`config.mk`:
```
export PLATFORM = sky130hd
export DESIGN_NAME = pipeline_run_controller
export DESIGN_NICKNAME = d
export VERILOG_FILES = /design/src/rtl/pipeline_run_controller.sv
export SDC_FILE = /design/constraint.sdc
export NUM_CORES = 1
export LEC_CHECK = 0
export BUFFER_PORTS_ARGS = -buffer_cell sky130_fd_sc_hd__buf_2
export CAP_MARGIN = 20
export CELL_PAD_IN_SITES_DETAIL_PLACEMENT = 0
export CELL_PAD_IN_SITES_GLOBAL_PLACEMENT = 1
export CORE_MARGIN = 4
export CORE_UTILIZATION = 36
export DETAILED_ROUTE_END_ITERATION = 8
export GPL_TIMING_DRIVEN = 0
export PLACE_DENSITY_LB_ADDON = 0.1
export SYNTH_ARGS = -nofsm -noshare
export SYNTH_HDL_FRONTEND = slang
export SYNTH_SLANG_ARGS = --single-unit
```
`constraint.sdc`:
```
create_clock -name clock -period 2.65 [get_ports clock]
set_input_delay 0.53 -clock clock [delete_from_list [all_inputs] [get_ports clock]]
set_output_delay 0.53 -clock clock [all_outputs]
set_load 0.02 [all_outputs]
```
`src/rtl/pipeline_run_controller.sv`:
```
// pipeline_run_controller: host-driven run/step/breakpoint sequencer producing the pipeline clock-enable.
module pipeline_run_controller #(
  parameter int          PC_WIDTH    = 11,
  parameter logic [31:0] HALT_WORD   = 32'hFFFF_FFFF,
  parameter int          COUNT_WIDTH = 16
) (
  input  logic                   clock,
  input  logic                   reset,
  input  logic                   rx_empty,
  input  logic [7:0]             rx_data,
  output logic                   rx_rd,
  input  logic [PC_WIDTH-1:0]    current_pc,
  input  logic [31:0]            instruction,
  input  logic                   dump_done,
  output logic                   pipe_enable,
  output logic                   dump_start,
  output logic [COUNT_WIDTH-1:0] cycle_count,
  output logic                   bp_hit,
  output logic                   halted,
  output logic [2:0]             state_out
);
  typedef enum logic [2:0] {IDLE = 3'd0, BP_LO = 3'd1, BP_HI = 3'd2, RUN = 3'd3, STEP = 3'd4, DUMP = 3'd5, DONE = 3'd6} state_t;
  localparam logic [7:0] CH_B = 8'h62, CH_C = 8'h63, CH_D = 8'h64, CH_H = 8'h68, CH_R = 8'h72, CH_S = 8'h73;
  state_t                  state_q, state_d;
  logic [PC_WIDTH-1:0]     bp_addr_q, bp_addr_d;
  logic [COUNT_WIDTH-1:0]  count_q, count_d;
  logic                    bp_valid_q, bp_valid_d, halted_q, halted_d, bp_hit_q, bp_hit_d;
  logic                    first_q, first_d, dump_start_q, dump_start_d;
  logic                    byte_v, halt_m, bp_m, h_m, stop, idle_byte;
  assign byte_v    = !rx_empty;
  assign halt_m    = instruction == HALT_WORD;
  assign bp_m      = bp_valid_q && current_pc == bp_addr_q && !first_q;
  assign h_m       = byte_v && rx_data == CH_H;
  assign stop      = state_q == RUN && (halt_m || bp_m || h_m);
  assign idle_byte = state_q == IDLE && byte_v;
  always_ff @(posedge clock or posedge reset) begin
    if (reset) state_q <= IDLE;
    else       state_q <= state_d;
  end
  always_comb begin
    state_d = state_q;
    case (state_q)
      IDLE:    if (byte_v) state_d = rx_data == CH_C ? RUN : rx_data == CH_S ? STEP : rx_data == CH_B ? BP_LO : rx_data == CH_D ? DUMP : IDLE;
      BP_LO:   if (byte_v) state_d = BP_HI;
      BP_HI:   if (byte_v) state_d = IDLE;
      RUN:     if (stop) state_d = DUMP;
      STEP:    state_d = DUMP;
      DUMP:    if (dump_done) state_d = halted_q ? DONE : IDLE;
      DONE:    if (byte_v && rx_data == CH_D) state_d = DUMP;
      default: state_d = IDLE;
    endcase
  end
  always_comb begin
    pipe_enable = (state_q == RUN && !stop) || state_q == STEP;
    rx_rd       = (byte_v && (state_q == IDLE || state_q == BP_LO || state_q == BP_HI || state_q == DONE)) ||
                  (state_q == RUN && h_m && !halt_m && !bp_m);
  end
  always_comb begin
    bp_addr_d    = state_q == BP_LO && byte_v ? {bp_addr_q[PC_WIDTH-1:8], rx_data} :
                   state_q == BP_HI && byte_v ? {rx_data[PC_WIDTH-9:0], bp_addr_q[7:0]} : bp_addr_q;
    bp_valid_d   = bp_valid_q || (state_q == BP_HI && byte_v);
    halted_d     = halted_q || (stop && halt_m);
    bp_hit_d     = (bp_hit_q && !idle_byte) || (stop && !halt_m && bp_m);
    count_d      = idle_byte && rx_data == CH_R ? '0 : pipe_enable && !(&count_q) ? count_q + 1'b1 : count_q;
    // first marks the entry cycle so a resumed run may leave the breakpoint PC
    first_d      = state_d == RUN && state_q != RUN;
    dump_start_d = state_d == DUMP && state_q != DUMP;
  end
  always_ff @(posedge clock or posedge reset) begin
    if (reset) begin
      bp_addr_q    <= '0;
      bp_valid_q   <= 1'b0;
      halted_q     <= 1'b0;
      bp_hit_q     <= 1'b0;
      count_q      <= '0;
      first_q      <= 1'b0;
      dump_start_q <= 1'b0;
    end else begin
      bp_addr_q    <= bp_addr_d;
      bp_valid_q   <= bp_valid_d;
      halted_q     <= halted_d;
      bp_hit_q     <= bp_hit_d;
      count_q      <= count_d;
      first_q      <= first_d;
      dump_start_q <= dump_start_d;
    end
  end
  assign dump_start  = dump_start_q;
  assign cycle_count = count_q;
  assign bp_hit      = bp_hit_q;
  assign halted      = halted_q;
  assign state_out   = state_q;
endmodule

```
==> results of run 1 <==
state kept, by name (all words and copies together), names as in the netlist:
name,count
cycle_count,16
bp_addr_q,11
state_out,3
bp_hit,1
bp_valid_q,1
dump_start,1
first_q,1
halted,1
worst min-delay path by stage:
stage / startpoint / end
after global placement: bp_valid_q / bp_valid_q
after global routing: reset / bp_addr_q[8]
after detailed placement: bp_valid_q / bp_valid_q
after floorplan: bp_valid_q / bp_valid_q
final: reset / cycle_count[8]
after CTS: reset / bp_addr_q[8]
cell type report:
type / instances / share of cell area [%]
plain buffers: 10 / 2.31
clock buffers: 7 / 3.55
clock inverters: 1 / 0.277
inverters: 3 / 0.415
multi-input cells: 176 / 43.2
flip-flops and latches: 35 / 32.3
well taps: 72 / 3.32
repair buffers: 76 / 14.6
timing repair:
item,in CTS,in global routing
gates resized for setup,2,2
setup endpoints to repair,1,1
pin swaps,1,1
hold buffers,0,0
where the power goes:
group | switching [mW] | internal, mW | total (mW)
registers | 0.112 | 0.677 | 0.789
clock network | 0.204 | 0.237 | 0.440
logic | 0.445 | 0.363 | 0.808
total | 0.761 | 1.28 | 2.04
synthesized netlist by cell type (2+ instances only):
cell type	number	area [sq um]
sky130_fd_sc_hd__and4_1	2	17.5
sky130_fd_sc_hd__or2_2	2	12.5
sky130_fd_sc_hd__buf_6	3	33.8
sky130_fd_sc_hd__nor3_1	3	15.0
sky130_fd_sc_hd__o31ai_1	4	30.0
sky130_fd_sc_hd__clkbuf_1	5	18.8
sky130_fd_sc_hd__o21bai_1	2	15.0
sky130_fd_sc_hd__buf_2	2	10.0
sky130_fd_sc_hd__nand2_1	25	93.8
sky130_fd_sc_hd__inv_1	3	11.3
sky130_fd_sc_hd__mux2i_1	4	40.0
sky130_fd_sc_hd__mux2_2	11	124
sky130_fd_sc_hd__nor4_1	2	12.5
sky130_fd_sc_hd__nor2b_1	4	25.0
sky130_fd_sc_hd__nor3_2	3	30.0
sky130_fd_sc_hd__xnor2_1	15	131
sky130_fd_sc_hd__dfrtp_1	35	876
sky130_fd_sc_hd__and2_1	3	18.8
sky130_fd_sc_hd__a21oi_1	7	35.0
sky130_fd_sc_hd__nand2b_1	5	31.3
sky130_fd_sc_hd__nand4_1	16	100
sky130_fd_sc_hd__o21ai_0	5	25.0
sky130_fd_sc_hd__nand3_1	8	40.0
sky130_fd_sc_hd__nor2_1	19	71.3
sky130_fd_sc_hd__nand3b_1	2	15.0
sky130_fd_sc_hd__and3_1	5	31.3
sky130_fd_sc_hd__or2_1	2	12.5
sky130_fd_sc_hd__a31oi_1	4	25.0
sky130_fd_sc_hd__or4_1	4	30.0
critical path, stage by stage:
cell and delay [ps]:
sky130_fd_sc_hd__buf_6 110, sky130_fd_sc_hd__nand4bb_1 240, sky130_fd_sc_hd__or4_1 530, sky130_fd_sc_hd__o31ai_1 100, sky130_fd_sc_hd__or3b_1 170, sky130_fd_sc_hd__buf_6 140, sky130_fd_sc_hd__nand2_4 70, sky130_fd_sc_hd__buf_6 140
logic make-up after synthesis:
group           synth area share, %
simple gates                   28.8
flops                          41.4
compound gates                 11.8
xor+xnor                       6.21
mux                            7.75
buf+inv                        3.49
fa+ha+maj                     0.591
routing by layer:
metal | up-vias | track usage [%]
met5 | - | 0
met1 | 919 | 21.0
met3 | 2 | 4.61
met2 | 58 | 24.8
met4 | 0 | 4.32
li1 | 986 | -
per-stage QoR:
| stage | TNS [ps] | power (mW) | std cells | hold slack (ps) |
|---|---|---|---|---|
| final | 0 | 2.04 | 380 | 432 |
| after global routing | 0 | 2.19 | 380 | 492 |
| after CTS | 0 | 2.05 | 380 | 457 |
| after detailed placement | 0 | 1.60 | 372 | 476 |
| after global placement | -7.71 | 1.58 | 371 | 446 |
| after floorplan | 0 | 1.36 | 224 | 431 |
==> impl_summary.log, run 1 <==
INFO  metric num_rows = 27
INFO  metric layout_setup_ws = 78.4 ps
INFO  metric routed.top_layer = met4
INFO  metric route.met2.wl = 2.38 mm
INFO  metric met3_wirelength = 430 um
INFO  metric fillerInstances = approximately 570
INFO  metric global_route.overflow_total = 0
INFO  metric peakVddDrop = 0.000385 V
INFO  metric path_max_fanout = 8
INFO  metric capture_point_of_the_worst_reg_to_reg_path = cycle_count[0]
INFO  metric dieArea = between 7000 and 8000 sq um
INFO  metric grt_pass1_wl = a little over 9 mm
INFO  metric postPlaceCellArea = 2600 sq um
INFO  metric post_route_cells_drive_above_1_share = 35.7%
INFO  metric r2r_cells = 7
INFO  metric maximum_level_of_the_cts_h_tree = 2
INFO  metric mappedNetlistNets = 280
INFO  metric dp.final_hpwl = 4.26 mm
INFO  metric first_iter_violations = 84
INFO  metric clk_latency = 280 ps
INFO  metric synth_seq_cells = 35
INFO  metric multi_input_area = roughly 1200 sq um
INFO  metric route.detailed.wl_per_inst = around 14 um
INFO  metric slew_headroom = between 30% and 40%
INFO  metric rrSetupSlack = 590 ps
INFO  metric critical_path_start_type = input port
INFO  metric cts_inserted_buffers = 5
INFO  metric postLayoutCoreUtil = 48.4%
INFO  metric chipWidth = roughly 85 um
INFO  metric all_layer_global_routing_usage = 15.7%
INFO  metric detail_route.first_pass.iterations = 4
INFO  metric buffer_ports.inserted = 75
INFO  metric run_status = complete, no violations
INFO  metric remaining_drc_errors = 0
INFO  metric worst_setup_path_end_kind = output pin
INFO  metric routed-via-count = 1965
INFO  metric placement.setup.worst_slack = ~0.12 ps
INFO  metric grt_setup_unrepaired = false
INFO  metric critPathKind = in2out
INFO  metric postRouteAntennaNets = 0
INFO  metric postSynthCellCount = 224
INFO  metric coreArea = 5610 sq um
INFO  metric area_taken_by_flip_flops_and_latches = 876 sq um
INFO  metric cts_buffer_depth = 2
INFO  metric sequential_fraction_of_the_synthesis_area = about two fifths
INFO  metric syn-cell-area = 2120 sq um
INFO  metric timing_worst_slew_pin_value = 903 ps
INFO  metric finalHoldViolations = 0
INFO  metric num_io_pins = 79
INFO  metric design_area = 2710 sq um
INFO  metric overall_die_height = approximately 85 um
INFO  metric grt_max_degree = 23
INFO  metric power.density = about 750 nW/um^2
INFO  metric mostFrequentLayoutCells = 76 x sky130_fd_sc_hd__buf_2, 35 x sky130_fd_sc_hd__dfrtp_1, 24 x sky130_fd_sc_hd__nand2_1
INFO  metric cap_viol_max_count = 0
INFO  metric post-route-period-util = between 90% and 100%
INFO  metric worst-endpoint-arrival = 2040 ps
INFO  metric crit_path_start = rx_empty
INFO  metric synth-edff-count = 0
INFO  metric timing.final.max_slew_violations = 0
INFO  metric synth.distinct_cells = 48
INFO  metric post_drt_via_cell_ratio = 5.17
INFO  metric cts.sinks = 35
INFO  metric power_leakage = 1.23 nW
INFO  metric async_flop_share = between 90% and 100%
INFO  metric timing.fmax = about 0.39 GHz
INFO  metric yosys_warning_count = 0
INFO  metric route.final.wire_length = 5.50 mm
INFO  metric critical_path_required = about 2100 ps
INFO  metric ys_dominant_reg_cell = sky130_fd_sc_hd__dfrtp_1
INFO  metric antenna-diode-count = 0
INFO  metric syn_avg_cell_area = 9.45 sq um
INFO  metric tritoncts = built
INFO  metric post_cts_buffers = 0
INFO  metric worst_clock_skew_on_the_final_layout = 4.18 ps
INFO  metric final_stage_net_count = ~360
INFO  metric layout_commonest_cell = sky130_fd_sc_hd__buf_2
INFO  metric cp-endpoint = pipe_enable
INFO  metric final_critical_delay_including_setup_and_external_delays = 2570 ps
INFO  metric timing.final.setup_violations = 0
INFO  metric gpl.final_weighted_congestion = 0.734
INFO  metric wl_met1 = 2.66 mm
INFO  metric initial_core_util = 37.7%
INFO  metric reg2reg_from = state_out[2]
INFO  metric min_path_type = in2async
INFO  metric cts.reportedPaths.clkPinSlew = 80 ps
INFO  metric antenna_found_initial = 0
INFO  metric syn_to_final_growth = 28.3%
INFO  metric root_buffer = sky130_fd_sc_hd__clkbuf_8
INFO  metric via_count_of_the_first_global_routing_pass = 1953
(Power assumes the default switching activity.)
==> inputs of run 2 (changes only) <==
==> constraint.sdc (replaced) <==
create_clock -name clock -period 2.8 [get_ports clock]
set_input_delay 0.56 -clock clock [delete_from_list [all_inputs] [get_ports clock]]
set_output_delay 0.56 -clock clock [all_outputs]
set_load 0.02 [all_outputs]
==> impl_summary.log, run 2 (synthesized netlist as in run 1, its figures left out) <==
INFO  metric run_status = complete, no violations
INFO  metric gpl.final_weighted_congestion = 0.734 (unchanged)
INFO  metric post-route-period-util = 95.1%
INFO  metric dp.final_hpwl = 4.26 mm (unchanged)
INFO  metric layout_commonest_cell = sky130_fd_sc_hd__buf_2
INFO  metric capture_point_of_the_worst_reg_to_reg_path = cycle_count[0]
INFO  metric first_iter_violations = 83 (-1.2%)
INFO  metric finalHoldWorstSlack = 462 ps (+29.7 ps)
INFO  metric grt_setup_unrepaired = false
INFO  metric slew_headroom = 39.7% (-0.059 points)
INFO  metric route.final.wire_length = 5.49 mm (-0.13%)
INFO  metric root_buffer = sky130_fd_sc_hd__clkbuf_8
INFO  metric num_io_pins = 79 (unchanged)
INFO  metric critical_path_start_type = input port
INFO  metric final.setup.tns = 0 ps (unchanged)
INFO  metric timing_worst_slew_pin_value = 904 ps (+0.879 ps)
INFO  metric remaining_drc_errors = 0 (unchanged)
INFO  metric global_route.overflow_total = 0 (unchanged)
INFO  metric maximum_level_of_the_cts_h_tree = 2 (unchanged)
INFO  metric antenna-diode-count = 0 (unchanged)
INFO  metric worst-endpoint-arrival = 2100 ps (+60 ps)
INFO  metric grt_max_degree = 23 (unchanged)
INFO  metric routed-via-count = 1981 (+0.81%)
INFO  metric min_path_type = in2async
INFO  metric detail_route.first_pass.iterations = 4 (unchanged)
INFO  metric postRouteAntennaNets = 0 (unchanged)
INFO  metric peakVddDrop = 0.000365 V (-5.2%)
INFO  metric cap_viol_max_count = 0 (unchanged)
INFO  metric chipWidth = 84.7 um (unchanged)
INFO  metric area_taken_by_flip_flops_and_latches = 876 sq um (unchanged)
INFO  metric cts_inserted_buffers = 5 (unchanged)
INFO  metric path_max_fanout = 9 (+1)
INFO  metric cts.reportedPaths.clkPinSlew = 70 ps (about the same)
INFO  metric r2r_cells = 9 (+2)
INFO  metric route.detailed.wl_per_inst = 14.4 um (-0.13%)
INFO  metric syn_to_final_growth = 27.7%
INFO  metric buffer_ports.inserted = 75 (unchanged)
INFO  metric initial_core_util = 37.7% (unchanged)
INFO  metric dieArea = 7170 sq um (unchanged)
INFO  metric cts.sinks = 35 (unchanged)
INFO  metric final_critical_delay_including_setup_and_external_delays = 2660 ps
INFO  metric coreArea = 5610 sq um (unchanged)
INFO  metric grt_pass1_wl = 9.21 mm (unchanged)
INFO  metric power_leakage = 1.23 nW (-0.13%)
INFO  metric fillerInstances = 564 (-0.18%)
INFO  metric cts_buffer_depth = 2 (unchanged)
INFO  metric multi_input_area = 1170 sq um (-0.43%)
INFO  metric tritoncts = built
INFO  metric mostFrequentLayoutCells = 77 x sky130_fd_sc_hd__buf_2, 35 x sky130_fd_sc_hd__dfrtp_1, 24 x sky130_fd_sc_hd__nand2_1
INFO  metric design_area = 2700 sq um (-0.41%)
INFO  metric timing.final.setup_violations = 0 (unchanged)
INFO  metric final_stage_net_count = 363 (unchanged)
INFO  metric reg2reg_from = bp_addr_q[3]
INFO  metric critPathKind = in2out
INFO  metric via_count_of_the_first_global_routing_pass = 1953 (unchanged)
INFO  metric postLayoutCoreUtil = 48.2% (-0.20 points)
INFO  metric report.power.total = 1.92 mW (-5.9%)
INFO  metric clk_latency = 280 ps (about the same)
INFO  metric all_layer_global_routing_usage = 15.7% (unchanged)
INFO  metric power.density = 710 nW/um^2 (-5.5%)
INFO  metric antenna_found_initial = 0 (unchanged)
INFO  metric post_drt_via_cell_ratio = 5.21 (+0.81%)
INFO  metric post_route_cells_drive_above_1_share = 35.7% (unchanged)
INFO  metric timing.fmax = 0.375 GHz
INFO  metric postPlaceCellArea = 2600 sq um (unchanged)
INFO  metric rrSetupSlack = 720 ps (+130 ps)
INFO  metric timing.final.max_slew_violations = 0 (unchanged)
INFO  metric worst_clock_skew_on_the_final_layout = 4.23 ps (+0.0463 ps)
INFO  metric number_of_flip_flops_under_the_largest_register_name = 16 (unchanged)
INFO  metric critical_path_required = 2240 ps (+120 ps)
INFO  metric overall_die_height = 84.7 um (unchanged)
INFO  metric finalHoldViolations = 0 (unchanged)
INFO  metric num_rows = 27 (unchanged)
INFO  metric worst_setup_path_end_kind = output pin
[run 2: cell types whose count changed in the layout (fill, tap and decap cells not counted)]
cell,before,now
sky130_fd_sc_hd__buf_2,76,77
sky130_fd_sc_hd__nand2_2,0,1
sky130_fd_sc_hd__buf_6,4,3
sky130_fd_sc_hd__nand2_4,1,0
[run 2: repair_timing]
| item | 4_1_cts | 5_1_grt |
|---|---|---|
| resized for setup | 0 | 1 |
| hold buffers | 0 | 0 |
| setup buffers | 0 | 0 |
| endpoints found under the setup margin | 0 | 1 |
[run 2: through the flow]
step,std cells,setup WS [ps]
after floorplan,224,268
after global placement,371,82.3
after detailed placement,372,90.1
after CTS,380,81.9
after global routing,380,56.5
final,380,136
[run 2: power by group]
part,internal (mW),total [mW],switching (mW)
clock network,0.224,0.417,0.193
logic,0.336,0.753,0.417
registers,0.640,0.747,0.107
[run 2: worst max-delay path: stages]
cell and delay, ps:
sky130_fd_sc_hd__buf_2 160, sky130_fd_sc_hd__or2_1 250, sky130_fd_sc_hd__or4_1 470, sky130_fd_sc_hd__o31ai_1 100, sky130_fd_sc_hd__or3b_1 170, sky130_fd_sc_hd__buf_6 130
sky130_fd_sc_hd__nand2_2 90, sky130_fd_sc_hd__buf_2 180
[run 2: worst max-delay path by stage]
stage	from	end	slack (ps)
3_5_place_dp	rx_data[0]	pipe_enable	90
5_1_grt	rx_data[0]	pipe_enable	60
3_3_place_gp	rx_data[0]	pipe_enable	80
2_1_floorplan	rx_data[0]	rx_rd	270
4_1_cts	rx_data[0]	pipe_enable	80
6_report	rx_data[0]	pipe_enable	140
[run 2: cell type report]
| cell class | count | area share [%] |
|---|---|---|
| multi-input combinational | 176 | 43.2 |
| clock buffer | 7 | 3.56 |
| sequential | 35 | 32.4 |
| clock inverter | 1 | 0.278 |
| timing repair buffer | 76 | 14.4 |
| buffer | 10 | 2.31 |
| tap | 72 | 3.33 |
| inverter | 3 | 0.417 |
[run 2: routing by layer]
metal,up-vias,global-route usage (%),part of all wire [%]
met5,-,0,0
met4,0,4.32,0.42
met3,2,4.61,8.2
met2,66,24.8,43
met1,924,21.0,48
li1,989,-,-
